[src/rtl/pg_unmask.sv]
// pg_unmask: output stage of the masked propagate/generate datapath.
// Takes 2-share masked p/g bits serially (LSB first, one bit position per
// beat), recombines them only on the way into its registers, ripples the
// carry and presents the unmasked WIDTH-bit sum plus carry-out on a
// valid/ready port.
// Optional feature macro: PG_UNMASK_CIN_EN adds a carry-in port (cin) that
// is used as the carry into bit 0.

// One sum bit: loads on its own beat, clears when the word is handed off.
module pg_unmask_bit (
  input  logic clk,
  input  logic rst,
  input  logic i_load,
  input  logic i_clr,
  input  logic i_d,
  output logic o_q
);

  logic r_q;

  // Bit register; a clear has priority since load and clear never coincide
  // (load happens in COLLECT, clear in HOLD).
  always_ff @(posedge clk or negedge rst) begin
    if (!rst)        r_q <= 1'b0;
    else if (i_clr)  r_q <= 1'b0;
    else if (i_load) r_q <= i_d;
  end

  assign o_q = r_q;

endmodule

module pg_unmask #(
  parameter int WIDTH = 8
) (
  input  logic             clk,
  input  logic             rst,
  input  logic             in_valid,
  output logic             in_ready,
  input  logic             p0,
  input  logic             p1,
  input  logic             g0,
  input  logic             g1,
`ifdef PG_UNMASK_CIN_EN
  input  logic             cin,
`endif
  output logic             out_valid,
  input  logic             out_ready,
  output logic [WIDTH-1:0] sum,
  output logic             cout
);

  localparam int CNT_W = (WIDTH > 1) ? $clog2(WIDTH) : 1;

  typedef enum logic [0:0] {
    COLLECT = 1'b0,
    HOLD    = 1'b1
  } state_t;

  state_t           r_state;
  state_t           w_state_nxt;
  logic [CNT_W-1:0] r_cnt;
  logic             r_c;

  logic             w_p;
  logic             w_g;
  logic             w_cin0;
  logic             w_cy_in;
  logic             w_s;
  logic             w_cy_out;
  logic             w_accept;
  logic             w_last;
  logic             w_drain;
  logic [WIDTH-1:0] w_bit_load;
  logic [WIDTH-1:0] w_sum_q;

  // Shares are combined here and only feed register D inputs; no share is
  // ever stored on its own.
  assign w_p = p0 ^ p1;
  assign w_g = g0 ^ g1;

`ifdef PG_UNMASK_CIN_EN
  assign w_cin0 = cin;
`else
  assign w_cin0 = 1'b0;
`endif

  // Carry into the current position: external/zero carry for bit 0, the
  // rippled carry register for every later bit.
  assign w_cy_in  = (r_cnt == '0) ? w_cin0 : r_c;
  assign w_s      = w_p ^ w_cy_in;
  assign w_cy_out = w_g | (w_p & w_cy_in);

  // Handshake qualifiers are derived from the state register, not from the
  // combinational outputs, to keep the FSM free of loops.
  assign w_accept = in_valid && (r_state == COLLECT);
  assign w_last   = (r_cnt == CNT_W'(WIDTH - 1));
  assign w_drain  = (r_state == HOLD) && out_ready;

  // State register.
  always_ff @(posedge clk or negedge rst) begin
    if (!rst) r_state <= COLLECT;
    else      r_state <= w_state_nxt;
  end

  // Next-state and handshake outputs.
  always_comb begin
    w_state_nxt = r_state;
    in_ready    = 1'b0;
    out_valid   = 1'b0;
    case (r_state)
      COLLECT: begin
        in_ready = 1'b1;
        if (w_accept && w_last) w_state_nxt = HOLD;
      end
      HOLD: begin
        out_valid = 1'b1;
        if (out_ready) w_state_nxt = COLLECT;
      end
      default: w_state_nxt = COLLECT;
    endcase
  end

  // Beat counter and carry register; idle cycles leave both untouched.
  always_ff @(posedge clk or negedge rst) begin
    if (!rst) begin
      r_cnt <= '0;
      r_c   <= 1'b0;
    end else if (w_accept) begin
      r_cnt <= w_last ? '0 : r_cnt + CNT_W'(1);
      r_c   <= w_cy_out;
    end else if (w_drain) begin
      r_c   <= 1'b0;
    end
  end

  // One register cell per sum bit, selected by the beat counter.
  for (genvar i = 0; i < WIDTH; i++) begin : g_bit
    assign w_bit_load[i] = w_accept && (r_cnt == CNT_W'(i));

    pg_unmask_bit u_bit (
      .clk    (clk),
      .rst    (rst),
      .i_load (w_bit_load[i]),
      .i_clr  (w_drain),
      .i_d    (w_s),
      .o_q    (w_sum_q[i])
    );
  end

  // Partial results stay hidden until the word is complete.
  assign sum  = (r_state == HOLD) ? w_sum_q : '0;
  assign cout = (r_state == HOLD) ? r_c : 1'b0;

endmodule

[config.mk]
export PLATFORM = sky130hd
export DESIGN_NAME = pg_unmask
export DESIGN_NICKNAME = d
export VERILOG_FILES = /design/src/rtl/pg_unmask.sv
export SDC_FILE = /design/constraint.sdc
export NUM_CORES = 1
export LEC_CHECK = 0
export CAP_MARGIN = 20
export CORE_MARGIN = 2
export CORE_UTILIZATION = 30
export DETAILED_ROUTE_END_ITERATION = 12
export GPL_ROUTABILITY_DRIVEN = 0
export SLEW_MARGIN = 5
export SYNTH_ARGS = -nofsm -noshare
export SYNTH_HDL_FRONTEND = slang
export SYNTH_SLANG_ARGS = --single-unit
[constraint.sdc]
create_clock -name clk -period 2.25 [get_ports clk]
set_clock_uncertainty 0.2 [all_clocks]
set_input_delay 0.45 -clock clk [delete_from_list [all_inputs] [get_ports clk]]
set_output_delay 0.45 -clock clk [all_outputs]
set_load 0.1 [all_outputs]
==> impl_metrics.tcl <==
set metrics [dict create \
    cp.arrival_ns 1.40 \
    initial_core_util 0.313 \
    dp_hpwl_microns 1140 \
    power_frac_seq 0.318 \
    internal_power_w 0.000780 \
    cts_made_buffers 3 \
    final_cells 123 \
    drv_cap 0 \
    cts_sinks 13 \
    async_reset_ff_frac 1.00 \
    p_sw_frac 0.448 \
    hold_viol_final 0 \
    synth_area_sq_um 856 \
    peakVddDrop_uv 519 \
    num_rows 19 \
    diodes 0 \
    synth-seq-area-share 0.380 \
    drc 0 \
    syn2layout_area_growth_pct 40.4 \
    grt_pass1_wl_microns 2570 \
    drive_above_1_share 0.304 \
    clock_power_share 0.103 \
    synthesis.nets 89 \
    tns_ns 0 \
    die_h_microns 57.4 \
    critPathKind "reg -> out" \
    overflow 0 \
    synth_edf_count 0 \
    worst_slew_pin_slew_ns 0.574 \
    p_sw_w 0.000634 \
    slew_headroom 0.616 \
    fin_nets 108 \
    port_buffers 18 \
    fp.dieW_microns 57.4 \
    netlist_top_cells_area "dfrtp_1 (38%), ha_1 (10%), mux2_1 (9.2%), a21boi_0 (8.8%), and2_1 (6.6%)" \
    ys.flop_type "dfrtp_1" \
    power_frac_comb 0.579 \
    syn_inst 74 \
    num_vias 582 \
    cts_hold_buf 0 \
    period_needed_ns 2.05 \
    root_buffer "clkbuf_4" \
    hold_slack_ns 0.334 \
    cp-start-kind "flop" \
    grt_pass1_vias 568 \
    clkSlewWorstSetupHoldPaths_ns 0.08 \
    clockBufferDepth 2 \
    via_per_inst 4.73 \
    p_per_area_nw_per_um2 1180 \
    routed_wl_microns 1530 \
    tritoncts "done" \
    ys_ff_latch 13 \
    synth-warning-count 0 \
    slew_violations 0 \
    cts_resized 0 \
    hp-class "in -> async" \
    ios 19 \
    cts_max_level 1 \
    outcome "complete, no violations" \
    netlist_top_cells_count "dfrtp_1 (13), a21boi_0 (10), and2_1 (9), ha_1 (7), mux2_1 (7)" \
    first_pass_iters 2 \
    critPathRequiredTime_ns 1.60 \
    grt_util_all_layers 0.106 \
    dp_cells 119 \
    yosysUniqueCellTypes 22 \
    yosysTopAreaCell "dfrtp_1" \
    leakage_nw 0.531 \
    cts_setup_buffers 0 \
    drt-initial-drc-count 2 \
    rsz0062_at_grt "no" \
    clock_latency_ns 0.28 \
    synth_area_per_cell_sq_um 11.6 \
    post-route-period-util 0.909 \
    die_area_sq_um 3300 \
    ant_nets 0 \
    max_freq_mhz 489 \
    finalSetupViolations 0 \
    cp_max_fo 31 \
    worst_setup_path_end_kind "primary output" \
    coreArea_sq_um 2730 \
    synth.most_common_cell "dfrtp_1" \
    grt_max_degree 32 \
    antenna_found_initial 0 \
    wl_per_cell_microns 12.5 \
    yosysTopAreaCellShare 0.380 \
]
[critical path, cell delays in order (launching register included)]
cell     delay [ns]
dfrtp_2        0.68
and2_2         0.26
buf_12         0.17
[cell type report]
class                           instances  area (sq um)
Tap cell                               31          38.8
Multi-Input combinational cell         53           500
Timing Repair Buffer                   18           290
Inverter                                4          18.8
Sequential cell                        13           327
Clock buffer                            4          26.3
Fill cell                             249          1530
[state kept, by name, summed over array words and instances, names as in the netlist]
name / flops
r_cnt: 3
r_c: 1
r_state: 1
g_bit.u_bit.o_q: 8
[power by group through the flow]
stage,clock network [W],registers [W],logic (W)
floorplan,0,0.000436,0.000601
global placement,0,0.000450,0.000820
detailed placement,0,0.000459,0.000828
CTS,0.000151,0.000453,0.000832
global route,0.000163,0.000474,0.000892
finish,0.000146,0.000449,0.000819
[metal layers]
metal  part of all wire  wire, microns  GRT usage  up-vias
li1                   -              -          -      297
met1               0.45            689      0.124      269
met2               0.48            730      0.167       12
met3              0.046             71     0.0227        4
met4              0.027             42     0.0797        0
met5                  0              0          0        -
[kinds of logic (layout without fill, tap and decap cells)]
kind of cell / Yosys count / after routing / share of synthesized area
adder cells (fa/ha/maj): 7 / 7 / 0.102
buffers and inverters: 8 / 26 / 0.0482
AO/OA/AOI/OAI: 13 / 13 / 0.110
XOR/XNOR: 2 / 2 / 0.0205
multiplexers: 10 / 10 / 0.139
flip-flops: 13 / 13 / 0.380
AND/OR/NAND/NOR: 21 / 21 / 0.200
[path summary, 6_finish.rpt]
kind                            depth (start not counted)                 end  startpoint  slack, ns
worst max-delay path                                    2                cout     r_state       0.20
worst min-delay path                                    1  g_bit[4].u_bit.o_q         rst       0.33
worst max register to register                          5  g_bit[2].u_bit.o_q    r_cnt[0]       0.35
worst min register to register                          1            r_cnt[0]    r_cnt[0]       0.42
max in group asynchronous                               1             r_state         rst       1.11
min in group clk                                        1            r_cnt[0]    r_cnt[0]       0.42
[cells in the final DEF, fill, tap and decap left out, drive strengths merged]
cell	count
dfrtp	13
buf	11
a21boi	10
and2	9
mux2	9
ha	7
clkdlybuf4s50	7
clkbuf	4
inv	3
and4bb	3
nand4b	3
nand3b	2
o21ai	2
clkinvlp	1
xor2	1
nor2	1
nor2b	1
nand4bb	1
mux2i	1
xnor2	1
nor3b	1
a2bb2oi	1
[stage by stage]
step           total power [W]  utilization  area (sq um)  setup slack [ns]
6_report               0.00141        0.439          1200             0.205
5_1_grt                0.00153        0.439          1200             0.111
4_1_cts                0.00144        0.439          1200             0.183
3_5_place_dp           0.00129        0.430          1170             0.178
3_3_place_gp           0.00127        0.430          1170             0.191
2_1_floorplan          0.00104            -           872            0.0734
Power figures use the tool's default switching activity.
